$ cat config.mk
export PLATFORM = sky130hd
export DESIGN_NAME = instruction_fetch_unit
export DESIGN_NICKNAME = d
export VERILOG_FILES = /design/src/rtl/instruction_fetch_unit_pkg.sv /design/src/rtl/instruction_fetch_unit.sv
export SDC_FILE = /design/constraint.sdc
export NUM_CORES = 1
export LEC_CHECK = 0
export ABC_AREA = 1
export CORE_ASPECT_RATIO = 1.25
export CORE_UTILIZATION = 45
export CTS_CLUSTER_DIAMETER = 50
export DETAILED_ROUTE_END_ITERATION = 6
export PLACE_DENSITY = 0.79
export SLEW_MARGIN = 0
export SYNTH_ARGS = -nofsm -noshare
export SYNTH_HDL_FRONTEND = slang
export SYNTH_SLANG_ARGS = --single-unit
$ cat constraint.sdc
create_clock -name clk -period 1.98 [get_ports clk]
set_input_delay 0.198 -clock clk [delete_from_list [all_inputs] [get_ports clk]]
set_output_delay 0.198 -clock clk [all_outputs]
set_load 0.01 [all_outputs]
$ cat src/rtl/instruction_fetch_unit_pkg.sv
// -----------------------------------------------------------------------------
// instruction_fetch_unit_pkg
// Shared definitions for the fetch stage and its downstream consumer
// (JumpControlBlock): default address/instruction widths, the bubble word
// inserted on reset/flush, and the fetch FSM state encoding.
// -----------------------------------------------------------------------------
package instruction_fetch_unit_pkg;

  localparam int IFU_ADDR_W = 8;
  localparam int IFU_INS_W  = 24;

  // Bubble word placed into the fetch/decode register on reset and flush.
  localparam logic [IFU_INS_W-1:0] IFU_NOP_WORD = 24'h000000;

  // Fetch FSM encoding. The 2'd3 encoding is unused and recovers to BOOT.
  typedef enum logic [1:0] {
    BOOT       = 2'd0,
    RUN        = 2'd1,
    HOLD_REDIR = 2'd2
  } ifu_state_t;

endpackage

$ cat src/rtl/instruction_fetch_unit.sv
// -----------------------------------------------------------------------------
// instruction_fetch_unit
// Fetch stage directly upstream of JumpControlBlock. Owns the program counter,
// drives the asynchronous instruction ROM address, and registers the fetched
// word into the fetch/decode register. Redirects (pc_mux_sel/jmp_loc) flush the
// wrong-path slot; a redirect arriving while stalled is parked in pend_addr and
// applied when the stall releases.
//
// Ports:
//   clk             system clock, rising edge
//   reset           synchronous, active-low reset
//   jmp_loc         redirect target
//   pc_mux_sel      1 = next PC is jmp_loc
//   stall           1 = freeze PC and fetch register
//   imem_addr       ROM address, combinationally equal to the PC
//   imem_data       ROM read data, valid in the same cycle as imem_addr
//   ins             registered instruction
//   Current_Address registered address of the word in ins
//   ins_valid       1 = ins is a real fetched instruction, 0 = bubble
//   dbg_state       current fetch FSM state (observation only)
//
// Flow control: ins_valid qualifies ins/Current_Address every cycle. There is
// no ready; stall is the downstream back-pressure. While stall=1 the fetch
// register holds, so a valid word stays presented until stall drops.
// -----------------------------------------------------------------------------
module instruction_fetch_unit
  import instruction_fetch_unit_pkg::*;
#(
  parameter int                ADDR_W    = IFU_ADDR_W,
  parameter int                INS_W     = IFU_INS_W,
  parameter logic [ADDR_W-1:0] RESET_VEC = '0,
  parameter logic [INS_W-1:0]  NOP_WORD  = INS_W'(IFU_NOP_WORD)
) (
  input  logic              clk,
  input  logic              reset,
  input  logic [ADDR_W-1:0] jmp_loc,
  input  logic              pc_mux_sel,
  input  logic              stall,
  output logic [ADDR_W-1:0] imem_addr,
  input  logic [INS_W-1:0]  imem_data,
  output logic [INS_W-1:0]  ins,
  output logic [ADDR_W-1:0] Current_Address,
  output logic              ins_valid,
  output ifu_state_t        dbg_state
);

  logic [ADDR_W-1:0] pc;
  logic [ADDR_W-1:0] pend_addr;
  ifu_state_t        state;

  // The ROM is asynchronous, so the PC itself is the fetch address.
  assign imem_addr = pc;
  assign dbg_state = state;

  always_ff @(posedge clk) begin
    if (!reset) begin
      pc              <= RESET_VEC;
      pend_addr       <= '0;
      ins             <= NOP_WORD;
      Current_Address <= RESET_VEC;
      ins_valid       <= 1'b0;
      state           <= BOOT;
    end else begin
      case (state)
        // Single settling cycle after reset; stall is ignored here so the
        // first fetch is never delayed by stale hazard state.
        BOOT: begin
          if (pc_mux_sel) begin
            pc <= jmp_loc;
          end
          state <= RUN;
        end

        RUN: begin
          if (!stall) begin
            if (pc_mux_sel) begin
              // Flush: the word at the current PC is on the wrong path.
              pc        <= jmp_loc;
              ins       <= NOP_WORD;
              ins_valid <= 1'b0;
            end else begin
              ins             <= imem_data;
              Current_Address <= pc;
              ins_valid       <= 1'b1;
              pc              <= pc + ADDR_W'(1);
            end
          end else if (pc_mux_sel) begin
            // Redirect during a stall: park it rather than drop it.
            pend_addr <= jmp_loc;
            state     <= HOLD_REDIR;
          end
        end

        HOLD_REDIR: begin
          if (stall) begin
            if (pc_mux_sel) begin
              pend_addr <= jmp_loc;  // latest redirect wins
            end
          end else begin
            // A redirect presented in the release cycle is newer than the
            // parked one, so it takes priority.
            pc        <= pc_mux_sel ? jmp_loc : pend_addr;
            ins       <= NOP_WORD;
            ins_valid <= 1'b0;
            state     <= RUN;
          end
        end

        default: begin
          state <= BOOT;
        end
      endcase
    end
  end

endmodule
==> results.rst <==
.. list-table::
   :header-rows: 1

   * - Metric
     - Value
   * - Result of the run
     - finished, final reports clean
   * - Share of the clock period used by the worst path
     - 89.2%
   * - Achievable clock frequency
     - 566 MHz
   * - Number of design rule violations left after detail routing
     - 0
   * - Maximum number of pins on one net before global-route repair
     - 26
   * - CTS root buf
     - clkbuf_8
   * - Detailed Route Iter0 Violations
     - 146
   * - Type of the worst setup path
     - reg2reg
   * - Proportion of total power due to net switching
     - 40.1%
   * - Vias in the first global route
     - 2,357
   * - Antenna violations before repair
     - 0
   * - Critical path endpoint category
     - flip-flop
   * - Launch instance of the worst register-to-register path
     - dbg_state[0]
   * - Number of cells produced by synthesis
     - 333
   * - Fraction of power consumed by sequential logic
     - 34.6%
   * - Initial standard-cell utilization of the core
     - 47.0%
   * - Count of hold-fix buffers inserted at cts
     - 0
   * - PostCTS Resize Cnt
     - 0
   * - Total of flip-flops plus latches after synthesis
     - 51
   * - Max rail drop VDD
     - 0.754 mV
   * - Logic gate share of total power
     - 46.6%
   * - Final hold slack
     - 445 ps
   * - Via total after detailed routing
     - 2,510
   * - Most common cell after layout, fill and taps aside
     - nand2_1
   * - Utilization of the core after routing
     - 65.8%
   * - Routed Antenna Nets
     - 0
   * - Most used cells in the layout excluding fill and tap cells
     - nand2_1 (90), clkdlybuf4s50_1 (78), dfxtp_1 (51)
   * - Unique cell type count in the Yosys netlist
     - 23
   * - Final max-slew violation count
     - 0
   * - Htree depth
     - 2
   * - DR WL/cell
     - 13.2 um
   * - Setup TNS
     - 0 ps
   * - Register-to-register setup slack
     - 210 ps
   * - Start point of the worst min-delay path
     - imem_data[16]
   * - Class of the tightest hold or removal check
     - in2reg
   * - Startpoint kind of the worst setup timing path
     - flip-flop
   * - HPWL after detailed placement
     - 4.41 mm
   * - Critical path endpoint
     - imem_addr[4]
   * - Clock tree from TritonCTS
     - done
   * - Sequential area share after synthesis
     - 42.7%
   * - Arrival @ worst endpoint
     - 2020 ps
   * - Required time worst endpoint
     - 2230 ps
   * - Clock group share of total power
     - 18.7%
   * - Number of cell instances on the worst register-to-register path
     - 9
   * - Worst clock skew
     - 10.4 ps
   * - Floorplan die width
     - 67.2 um
   * - Number of input and output port buffers inserted
     - 78
   * - Insertion delay to the later sink of the worst-skew pair
     - 320 ps
   * - I/O pins
     - 79
   * - Power dissipated by switching net loads
     - 1.68 mW
   * - CP max FO
     - 12
   * - Clock input transition at the sequential cells of the worst setup and hold paths
     - 100 ps
   * - Total Die Area
     - 5610 um^2
   * - Fin crit period
     - 1770 ps
   * - Number of violations of the max-capacitance limit
     - 0
   * - Global-route wire length before repair
     - 10.1 mm
   * - Via density per instance
     - 5.33
   * - Setup Fix Bufs, Post-CTS
     - 0
   * - Post-synth net total
     - 374
   * - Total instance count after detailed placement
     - 463
   * - Pin slew with the least headroom to its limit
     - 457 ps
   * - Placeable Area
     - 5080 um^2
   * - Cell Count, Final, Fillers Out
     - 471
   * - Power density over cell area
     - 1250 nW/um^2
   * - Layout-stage area growth over the synthesis result
     - 40.0%
   * - Count of yosys warnings during synthesis
     - 0
   * - Post-detailed-routing wire length
     - 6.21 mm
   * - Number of clock buffers inserted by TritonCTS
     - 5
   * - Net count, final
     - 449
   * - Number of hold violations in the final report
     - 0
   * - First-pass iteration count of the detailed router
     - 4
   * - Routability cong.
     - 0.914
   * - Share of cells above drive strength 1
     - 7.33%
   * - Worst slew slack as a fraction of its limit
     - 69.6%
   * - Internal power
     - 2.51 mW
   * - Source of the critical timing path
     - dbg_state[0]
   * - Final setup viols
     - 0
   * - Post-route total power
     - 4.18 mW
   * - Mean instance size in the synthesized netlist
     - 7.17 um^2
   * - Chip height
     - 83.5 um
   * - Global router's overall resource usage
     - 23.1%
   * - Unrepaired setup endpoints after global routing
     - no
   * - Sinks on Clock Net
     - 51
   * - Congestion Overflow GR
     - 0
   * - Static leakage
     - 1.28 nW
   * - Row count
     - 29
   * - Number of buffers between clock root and the deepest sink
     - 2
   * - Diodes inserted
     - 0
   * - End of the worst register-to-register path
     - imem_addr[4]
   * - Cell Area, Synth
     - 2390 um^2
[worst max-delay path, stage by stage (launching register included)]
cell	delay, ps
dfxtp_1	390
inv_1	100
ha_1	360
nor2_4	160
inv_2	50
a22oi_4	180
inv_2	160
nor2_1	120
nand2_1	60
a21oi_1	120
[how the worst min path moves through the flow]
stage                     endpoint  cells past startpoint
after floorplan            ins[17]                      2
after global placement     ins[20]                      2
after detailed placement   ins[18]                      2
after CTS                  ins[23]                      3
after global routing        ins[8]                      3
final                      ins[16]                      3
[metrics by stage]
step	cell area [um^2]	setup WS, ps
CTS	3340	209
global route	3340	65.3
finish	3340	214
global placement	3220	273
floorplan	2390	369
detailed placement	3220	228
[area by class of cell]
cell class	instances	area (um^2)
fill	456	1740
multi-input combinational	242	1180
sequential	51	1020
timing repair buffer	88	868
clock buffer	6	82.6
tap	62	77.6
inverter	20	75.1
clock inverter	2	38.8
[cells by family (layout without fill, tap and decap cells)]
family                   after synthesis  in the layout  share of synthesized area, %
AO/OA/AOI/OAI                         88             88                          20.3
XOR/XNOR                               2              2                         0.734
adder cells (fa/ha/maj)                5              5                          2.62
buffers and inverters                 40            116                          7.86
flip-flops                            51             51                          42.7
AND/OR/NAND/NOR                      147            147                          25.8
[power by group through the flow]
stage               registers, mW  logic [mW]  clock network (mW)
finish                       1.45        1.95               0.783
global route                 1.48        2.17               0.831
detailed placement           1.47        1.95                   0
floorplan                    1.51        1.23                   0
global placement             1.47        1.93                   0
CTS                          1.45        1.95               0.795
[registers in the layout, summed over array words and instances (netlist names)]
name             cells
ins_valid            1
Current_Address      8
pend_addr            8
ins                 24
imem_addr            8
dbg_state            2
[cells in the mapped netlist]
cell type	number	area (um^2)
nor2_1	18	67.6
nand3_1	31	155
inv_1	17	63.8
a21oi_1	50	250
a22oi_4	1	21.3
xor2_1	2	17.5
buf_6	2	22.5
nor2_4	1	11.3
nor2_2	6	37.5
o211ai_1	3	22.5
a211oi_2	1	12.5
ha_1	5	62.6
o22ai_1	2	12.5
clkbuf_2	2	10.0
a31oi_1	8	50.1
buf_4	3	22.5
o21ai_0	23	115
inv_2	3	11.3
buf_2	7	35.0
clkbuf_1	6	22.5
dfxtp_1	51	1020
nand2_1	90	338
nand4_1	1	6.26
[per-layer routing]
metal  GRT usage (%)  routed length, um  up-vias
li1                -                  -     1250
met1            27.0               2580     1168
met2            37.5               2990       78
met3            8.74                482       14
met4            8.51                148        0
met5               0                  0        -
Power figures use the tool's default switching activity.
